**src/rtl/ddc_pkg.sv**
```systemverilog
// Shared widths and fixed-point constants for the DDC mixer/decimator and
// the FIR output stages that reuse the same round/saturate block.
package ddc_pkg;

  localparam int unsigned def_mpr = 16;
  localparam int unsigned def_dw  = 16;
  localparam int unsigned def_ow  = 16;
  localparam int unsigned def_rw  = 8;

  localparam int round_k = 2 ** (def_mpr - 2);
  localparam int sat_hi  = 2 ** (def_ow - 1) - 1;
  localparam int sat_lo  = -(2 ** (def_ow - 1));

endpackage

```
**src/rtl/ddc_round_sat.sv**
```systemverilog
// Combinational round-half-up and saturate of a full-width signed product
// down to ow bits, dropping mpr-1 fractional bits.
module ddc_round_sat
  import ddc_pkg::*;
#(
  parameter int unsigned mpr = def_mpr,
  parameter int unsigned dw  = def_dw,
  parameter int unsigned ow  = def_ow
) (
  input  logic signed [dw+mpr-1:0] prod,
  output logic signed [ow-1:0]     res
);

  localparam int unsigned pw = dw + mpr;

  // One guard bit so the rounding add can never wrap.
  localparam logic signed [pw:0] rnd = (pw + 1)'(1) << (mpr - 2);
  localparam logic signed [pw:0] hi  = ((pw + 1)'(1) << (ow - 1)) - (pw + 1)'(1);
  localparam logic signed [pw:0] lo  = -((pw + 1)'(1) << (ow - 1));

  logic signed [pw:0] rounded;
  logic signed [pw:0] shifted;

  always_comb begin
    rounded = {prod[pw-1], prod} + rnd;
    shifted = rounded >>> (mpr - 1);
    if (shifted > hi)
      res = hi[ow-1:0];
    else if (shifted < lo)
      res = lo[ow-1:0];
    else
      res = shifted[ow-1:0];
  end

endmodule

```
**src/rtl/ddc_mixer_dec.sv**
```systemverilog
// DDC mixer (ADC x NCO sine, rounded/saturated) followed by an
// integrate-and-dump decimator of ratio R.
module ddc_mixer_dec
  import ddc_pkg::*;
#(
  parameter int unsigned mpr = def_mpr,
  parameter int unsigned dw  = def_dw,
  parameter int unsigned ow  = def_ow,
  parameter int unsigned rw  = def_rw
) (
  input  logic              clk,
  input  logic              reset,
  input  logic              clken,
  input  logic [dw-1:0]     adc_i,
  input  logic [mpr-1:0]    nco_sin_i,
  input  logic              nco_valid_i,
  input  logic [rw-1:0]     dec_r_i,
  output logic [ow-1:0]     mix_o,
  output logic              mix_valid_o,
  output logic [ow+rw-1:0]  acc_o,
  output logic              acc_valid_o
);

  logic signed [dw-1:0]      a_q;
  logic signed [mpr-1:0]     s_q;
  logic signed [dw+mpr-1:0]  p_q;
  logic signed [ow-1:0]      q_c;
  logic                      v1;
  logic                      v2;

  logic [rw-1:0]             cnt;
  logic [rw-1:0]             r_q;
  logic [rw-1:0]             r_live;
  logic [rw-1:0]             r_eff;
  logic signed [ow+rw-1:0]   acc;
  logic signed [ow+rw-1:0]   acc_next;

  ddc_round_sat #(
    .mpr (mpr),
    .dw  (dw),
    .ow  (ow)
  ) u_round_sat (
    .prod (p_q),
    .res  (q_c)
  );

  always_ff @(posedge clk) begin
    if (reset) begin
      a_q         <= '0;
      s_q         <= '0;
      v1          <= 1'b0;
      p_q         <= '0;
      v2          <= 1'b0;
      mix_o       <= '0;
      mix_valid_o <= 1'b0;
    end else if (clken) begin
      a_q         <= adc_i;
      s_q         <= nco_sin_i;
      v1          <= nco_valid_i;
      p_q         <= (dw + mpr)'(a_q) * (dw + mpr)'(s_q);
      v2          <= v1;
      mix_o       <= q_c;
      mix_valid_o <= v2;
    end
  end

  // The first sample of a frame uses the live ratio; later samples use the
  // value latched alongside it, so mid-frame changes wait for the next frame.
  always_comb begin
    r_live   = (dec_r_i == '0) ? rw'(1) : dec_r_i;
    r_eff    = (cnt == '0) ? r_live : r_q;
    acc_next = acc + {{rw{mix_o[ow-1]}}, mix_o};
  end

  always_ff @(posedge clk) begin
    if (reset) begin
      cnt         <= '0;
      r_q         <= rw'(1);
      acc         <= '0;
      acc_o       <= '0;
      acc_valid_o <= 1'b0;
    end else if (clken) begin
      if (mix_valid_o) begin
        if (cnt == '0)
          r_q <= r_live;
        if (cnt == r_eff - rw'(1)) begin
          acc_o       <= acc_next;
          acc_valid_o <= 1'b1;
          acc         <= '0;
          cnt         <= '0;
        end else begin
          acc         <= acc_next;
          cnt         <= cnt + rw'(1);
          acc_valid_o <= 1'b0;
        end
      end else begin
        acc_valid_o <= 1'b0;
      end
    end
  end

endmodule

```
**config.mk**
```make
export PLATFORM = sky130hd
export DESIGN_NAME = ddc_mixer_dec
export DESIGN_NICKNAME = d
export VERILOG_FILES = /design/src/rtl/ddc_pkg.sv /design/src/rtl/ddc_round_sat.sv /design/src/rtl/ddc_mixer_dec.sv
export SDC_FILE = /design/constraint.sdc
export NUM_CORES = 1
export LEC_CHECK = 0
export CORE_UTILIZATION = 55
export DETAILED_ROUTE_END_ITERATION = 8
export PLACE_DENSITY = 0.79
export SYNTH_ARGS = -nofsm -noshare
export SYNTH_HDL_FRONTEND = slang
export SYNTH_SLANG_ARGS = --single-unit
```
**constraint.sdc**
```tcl
create_clock -name clk -period 9 [get_ports clk]
set_input_delay 1.8 -clock clk [delete_from_list [all_inputs] [get_ports clk]]
set_output_delay 1.8 -clock clk [all_outputs]
set_load 0.01 [all_outputs]
```
## Word-level counts from Yosys, hierarchy flattened

Cells that the tools add are included.

| storage, ports and cells | value |
|---|---|
| memory bits (writable) | 0 |
| output and inout bits | 42 |
| bits in read-only memories | 0 |
| bits in latches | 0 |
| register bits after elaboration | 148 |
| memories kept | 0 |

| cells by class | value |
|---|---|
| reduce and logical (&&, ||, !) cells | 4 |
| equal/unequal tests | 1 |
| $mul | 1 |
| bitwise logic cells | 0 |
| multiplexer cells | 8 |
| add/subtract/negate cells | 4 |
| divide/modulo/power cells | 0 |
| magnitude comparators | 2 |
| shift operators | 0 |

Operators with widths:

| cell | count |
|---|---|
| 32-bit by 16-bit adder with 33-bit output, second input constant | 1 |
| 16-bit by 16-bit multiplier with 32-bit output | 1 |
| 16-bit 2-to-1 mux | 2 |
| 24-bit adder | 1 |
| 24-bit 2-to-1 mux | 1 |
| 8-bit 2-to-1 mux | 3 |
| 18-bit by 16-bit > comparator with 1-bit output, second input constant | 1 |
| 18-bit by 16-bit < comparator with 1-bit output, second input constant | 1 |
| 8-bit zero test | 2 |
| 8-bit by 1-bit adder with 8-bit output, second input constant | 1 |
| 8-bit == test | 1 |
| 8-bit by 1-bit subtractor with 8-bit output, second input constant | 1 |
| 3-bit AND reduction | 1 |
| 1-bit 2-to-1 mux | 2 |
| 2-bit AND reduction | 1 |

## Logic depth before layout (Yosys ltp)

Gate-level depths: netlist of the first run.

| logic depth | value |
|---|---|
| depth in word-level cells | 7 |
| depth in mapped cells | 23 |
| mapped depth without buffers | 22 |

## By module

Synthesis of the first run repeated with hierarchy kept, for this count alone.

| second synthesis, totals | value |
|---|---|
| cells, all modules | 1,987 |
| area total of the unflattened synthesis | 17,396.7 um2 |

By module, submodules not included:

| module | cells an instance | instances | seq. area each (um2) | area an instance (um2) |
|---|---|---|---|---|
| ddc_mixer_dec | 1,896 | 1 | 2,962.8 | 16,777.3 |
| ddc_round_sat | 91 | 1 | 0.0 | 619.3 |

## Worst setup path before layout of the first run

OpenSTA, ideal clock, no wires.

| path | value |
|---|---|
| path type | reg2reg |
| start | register a_q[8] |
| end | register p_q[31] |
| stages on the path, launching flop included | 21 |
| data arrival time | 6.193 ns |
| data required time | 8.908 ns |
| path buffers | 1 |
| slack | 2.715 ns |
| library setup time | 0.092 ns |
| period minus slack after synthesis | 6.285 ns |
| cells stage by stage | dfxtp_1 > clkbuf_1 > nand2_1 > fa_1 > fa_1 > fa_1 > fa_1 > inv_1 > fa_1 > inv_1 > fa_1 > inv_1 > ha_1 > a211o_1 > a221o_1 > a211oi_1 > o32ai_1 > a221o_1 > a21oi_1 > nor3_1 > nor4_1 |

| between the ends | value |
|---|---|
| longest elaborated chain between the ends | 1 |

RTL lines:

| item | line | text |
|---|---|---|
| start, declared | ddc_mixer_dec.sv:24 | `logic signed [dw-1:0] a_q;` |
| start signal, assigned | ddc_mixer_dec.sv:57 | `a_q <= adc_i;` |
| 16-bit by 16-bit multiplier with 32-bit output | ddc_mixer_dec.sv:60 | `p_q <= (dw + mpr)'(a_q) * (dw + mpr)'(s_q);` |
| end signal, assigned | ddc_mixer_dec.sv:60 |  |
| end, declared | ddc_mixer_dec.sv:26 | `logic signed [dw+mpr-1:0] p_q;` |

No other way between the ends.
A chain may end at the register's enable or synchronous reset.

## Worst setup path after layout of the first run

| path | value |
|---|---|
| start | register a_q[6] |
| end | register p_q[31] |

The elaborated chain is that of the path after synthesis.

==> flow_summary.json, run 1 <==
{
  "min_period_ns": 7.30,
  "grt_pass1_vias": 13400,
  "hold_viol": 0,
  "synth_top_cell_area_share": 0.322,
  "routed_wl_um": 38500,
  "fmax_mhz": 137,
  "num-fill-cells": 2323,
  "die_h_um": 174,
  "drive_gt1_frac": 0.0272,
  "synth_most_common_cell": "inv_1",
  "synth_flop_cell": "dfxtp_1",
  "grtUsageTotal": 0.273,
  "boundaryPins": 86,
  "critPathCaptureType": "register",
  "syn_area_per_cell_um2": 8.94,
  "drt-initial-drc-count": 968,
  "synth_edf_count": 0,
  "postCtsSetupBuffers": 0,
  "async_flop_share": 0,
  "fin_ws_ns": 1.70,
  "powerDensity_nw_per_um2": 121,
  "hold_class": "register to register",
  "register_area_um2": 2680,
  "netlist_instances": 1823,
  "cts_resized": 0,
  "yosysUniqueCellTypes": 71,
  "cts_root_buf": "clkbuf_16",
  "antenna_found_initial": 1,
  "drc": 0,
  "synth-seq-cells": 134,
  "avgViaCountPerCell": 5.59,
  "maxCapViolCount": 0,
  "cts_tree": "built",
  "coreArea_um2": 28900,
  "post-route-period-util": 0.811,
  "cts.clk_slew.worst_paths_ns": 0.07,
  "clockBufferDepth": 2,
  "relSlewSlack": 0.346,
  "irDropWorstVdd_uv": 148,
  "worstSetupPathType": "register to register",
  "yosysWarnings": 0,
  "start_kind": "register",
  "crit_fanout": 17,
  "dieArea_um2": 30300,
  "fin_worst_skew_ns": 0.0229,
  "synthTopCellsByArea": "fa_1 32%, dfxtp_1 16%, ha_1 8.1%, inv_1 7.9%, and2_1 4.9%",
  "fp-row-count": 62,
  "portBuffers": 85,
  "hpwlAfterDp_um": 29400,
  "gr-total-overflow": 0,
  "area_growth_pct": 10.1,
  "tightest_slew_ns": 0.981,
  "ant_nets": 0,
  "yosysSeqAreaShare": 0.165,
  "final_max_slew_viol_count": 0,
  "cts_sinks": 134,
  "rsz0062_at_grt": "false",
  "netlist_area_um2": 16300,
  "first_pass_iters": 5,
  "outcome": "finished clean",
  "synth_top_area_cell": "fa_1",
  "wl_per_cell_um": 17.1,
  "numCtsBuffers": 17,
  "synth_common_cells": "343 x inv_1, 262 x fa_1, 193 x nand2_1",
  "critical_path_arrival_ns": 7.64,
  "leakage_nw": 8.61,
  "grt_pass1_wl_um": 65500,
  "dieWidth_um": 174,
  "dp_slack_ns": 1.81,
  "routabilityCongestion": 0.912,
  "multi_input_area_um2": 12000,
  "vias": 12600,
  "htree_num_levels": 4,
  "fin_tns_setup_ns": 0,
  "cts_hold_buf": 0,
  "setup_viol": 0,
  "grt_start_max_net_pins": 85,
  "fin_nets": 2271,
  "initial_core_util": 0.563,
  "clk-insertion-delay-late_ns": 0.44,
  "crit_required_ns": 9.34,
  "syn_nets": 2235
}
where the power goes:
group          leakage [nW]  total [mW]  internal [mW]  switching, mW
clock                 0.295       0.738          0.400          0.339
sequential             1.09       0.719          0.632         0.0872
combinational          7.22       0.716          0.319          0.397
final timing paths:
check,to,cells past startpoint,slack [ns],start
max,p_q[31],20,1.70,a_q[6]
min,acc[13],2,0.46,acc[13]
max reg2reg,p_q[31],20,1.70,a_q[6]
min reg2reg,acc[13],2,0.46,acc[13]
layout by cell type (no fill, tap or decap), drive strengths merged, types with 5 or more instances in the layout:
master	instances
ha	106
o21a	9
a31oi	6
clkdlybuf4s50	83
o211ai	6
nor2b	5
a21oi	63
a211oi	24
nand2b	8
buf	9
nand4	12
o21ai	25
nor3	19
fa	262
mux2i	72
a21o	11
and3	10
xnor2	52
clkbuf	17
nor2	131
nand3	36
and2	128
inv	352
nand2	194
dfxtp	134
xor2	20
layout make-up:
| class | instances | share of cell area |
|---|---|---|
| inverter | 343 | 0.0718 |
| multi-input combinational | 1271 | 0.668 |
| clock buffer | 17 | 0.0237 |
| timing repair buffer | 92 | 0.0501 |
| antenna | 1 | 0.000139 |
| clock inverter | 15 | 0.0103 |
| tap | 384 | 0.0268 |
| sequential | 134 | 0.150 |
stage by stage:
step / utilization / hold slack (ns) / power (mW) / instances / cell area, um^2
floorplan: - / 0.436 / 1.24 / 1823 / 16300
global placement: 0.599 / 0.443 / 1.42 / 2224 / 17300
detailed placement: 0.599 / 0.452 / 1.45 / 2224 / 17300
CTS: 0.620 / 0.461 / 2.18 / 2256 / 17900
global route: 0.620 / 0.483 / 2.32 / 2256 / 17900
finish: 0.620 / 0.458 / 2.17 / 2257 / 17900
logic make-up (layout without fill, tap and decap cells):
logic type / after synthesis / after routing / synth area share
compound gates: 193 / 193 / 0.0804
xor+xnor: 72 / 72 / 0.0387
fa+ha+maj: 368 / 368 / 0.403
buf+inv: 418 / 467 / 0.100
flops: 134 / 134 / 0.165
mux: 72 / 72 / 0.0442
other cells: 0 / 1 / 0
simple gates: 566 / 566 / 0.169
registers in the layout, summed over array words and instances, names as in the netlist, 8 cells and up:
| name | flops |
|---|---|
| a_q | 16 |
| cnt | 8 |
| r_q | 8 |
| s_q | 16 |
| p_q | 18 |
| acc_o | 24 |
| mix_o | 16 |
| acc | 24 |
metal layers:
metal,wire length (um),track usage,up-vias
met5,0,0,-
li1,-,-,5789
met1,15600,0.347,6242
met2,18700,0.452,485
met3,2660,0.0497,108
met4,1530,0.126,0
worst max-delay path: stages, from the launching register on:
cell and delay, ns:
dfxtp_1 0.81, and2_1 0.25, fa_1 0.41, inv_1 0.09
fa_1 0.42, fa_1 0.49, fa_1 0.49, inv_1 0.05
fa_1 0.53, inv_1 0.06, fa_1 0.53, inv_1 0.05
ha_1 0.30, a211o_1 0.30, a221o_1 0.35, a211oi_1 0.70
o32ai_1 0.35, a221o_1 0.41, a21oi_1 0.26, nor3_1 0.10
nor4_1 0.26
(Power assumes the default switching activity.)
==> run 2, diff against run 1 <==
clock period = 7.4 ns   (was 9 ns; I/O delays follow)
==> run 2 against run 1 <==
Against the previous run:
- clock power increased by 31%
- global-route usage is 0.14 points lower
- core utilization grew 0.39 points
- total power grew 25%
- register-to-register slack got worse by 1.1 ns
- sequential share of layout area decreased by 0.094 points
- clock skew decreased by 0.012 ns
- hold slack lost 0.00097 ns
- setup slack worse by 1.1 ns
- sequential power rose by 21%
- critical endpoint unchanged
- largest cell class unchanged
==> flow_summary.json, run 2 (synthesis gave the netlist of run 1 again) <==
{
  "powerDensity_nw_per_um2": 150,
  "coreArea_um2": 28900,
  "wl_per_cell_um": 17.0,
  "setup_viol": 0,
  "die_h_um": 174,
  "dieArea_um2": 30300,
  "drt-initial-drc-count": 975,
  "htree_num_levels": 4,
  "rsz0062_at_grt": "false",
  "maxCapViolCount": 0,
  "final_max_slew_viol_count": 0,
  "cts.clk_slew.worst_paths_ns": 0.07,
  "crit_fanout": 17,
  "diodes": 0,
  "hold_viol": 0,
  "postCtsSetupBuffers": 0,
  "irDropWorstVdd_uv": 186,
  "hpwlAfterDp_um": 29400,
  "outcome": "finished clean",
  "clk-insertion-delay-late_ns": 0.43,
  "fin_nets": 2281,
  "cts_root_buf": "clkbuf_16",
  "critPathCaptureType": "register",
  "fmax_mhz": 146,
  "cts_tree": "built",
  "num-fill-cells": 2396,
  "tightest_slew_ns": 1.00,
  "fin_worst_skew_ns": 0.0114,
  "gr-total-overflow": 0,
  "clockBufferDepth": 2,
  "numCtsBuffers": 17,
  "post-route-period-util": 0.923,
  "ant_nets": 0,
  "min_period_ns": 6.83,
  "leakage_nw": 8.68,
  "final_cell_mix": "343 x inv_1, 262 x fa_1, 193 x nand2_1",
  "worstSetupPathType": "register to register",
  "grtUsageTotal": 0.271,
  "routed_wl_um": 38500,
  "start_kind": "register",
  "antenna_found_initial": 0,
  "crit_required_ns": 7.73,
  "initial_core_util": 0.563,
  "cts_sinks": 134,
  "register_area_um2": 2680,
  "cts_resized": 0,
  "critical_path_arrival_ns": 7.16,
  "fin_tns_setup_ns": 0,
  "finalPower_mw": 2.71,
  "drc": 0,
  "avgViaCountPerCell": 5.53,
  "grt_pass1_wl_um": 65800,
  "portBuffers": 85,
  "multi_input_area_um2": 12000,
  "grt_start_max_net_pins": 72,
  "relSlewSlack": 0.331,
  "hold_class": "register to register",
  "fp-row-count": 62,
  "drive_gt1_frac": 0.0308,
  "area_growth_pct": 10.8,
  "top_regs": "acc x24, acc_o x24, p_q x18",
  "boundaryPins": 86,
  "vias": 12500,
  "layout_commonest_cell": "inv_1",
  "grt_pass1_vias": 13300,
  "first_pass_iters": 6,
  "cts_hold_buf": 0,
  "routabilityCongestion": 0.892,
  "dieWidth_um": 174
}
run 2: layout make-up:
class                      count  share of cell area
clock inverter                10              0.0105
inverter                     343              0.0713
sequential                   134               0.149
timing repair buffer         102              0.0539
clock buffer                  21              0.0255
tap                          384              0.0266
multi-input combinational   1271               0.664
run 2: worst paths after layout:
kind	startpoint	endpoint	slack, ns	cells past startpoint
setup / recovery	s_q[3]	p_q[31]	0.57	21
hold / removal	acc_o[20]	acc_o[20]	0.46	2
setup reg to reg	s_q[3]	p_q[31]	0.57	21
hold reg to reg	acc_o[20]	acc_o[20]	0.46	2
run 2: power by group:
group          total [mW]  leakage, nW  switching, mW  internal (mW)
logic               0.873         7.27          0.484          0.389
clock network       0.970        0.319          0.351          0.619
registers           0.870         1.09          0.100          0.770
total                2.71         8.68          0.936           1.78
run 2: per-stage QoR:
stage                     hold WS [ns]  std cells   util  setup WS (ns)  area [um^2]
after floorplan                  0.436       1823      -           1.11        16300
after global placement           0.442       2234  0.602          0.792        17400
after detailed placement         0.450       2234  0.602          0.605        17400
after CTS                        0.460       2265  0.624          0.586        18100
after global routing             0.474       2265  0.624          0.290        18100
final                            0.457       2265  0.624          0.571        18100
run 2: worst max-delay path: stages (launching register included):
cell      delay [ns]
dfxtp_1         0.70
nand2_1         0.16
fa_1            0.61
fa_1            0.46
fa_1            0.49
fa_1            0.49
inv_1           0.05
fa_1            0.53
inv_1           0.05
fa_1            0.53
inv_1           0.04
ha_1            0.29
a211o_1         0.30
a221o_1         0.35
a211oi_1        0.25
buf_4           0.20
o32ai_1         0.09
buf_4           0.16
a221o_1         0.34
a21oi_1         0.25
nor3_1          0.09
nor4_1          0.28
run 2: metal layers:
layer,up-vias,track usage,part of all wire
li1,5799,-,-
met1,6205,0.350,0.42
met2,427,0.467,0.49
met3,87,0.0372,0.059
met4,0,0.0950,0.029
met5,-,0,0
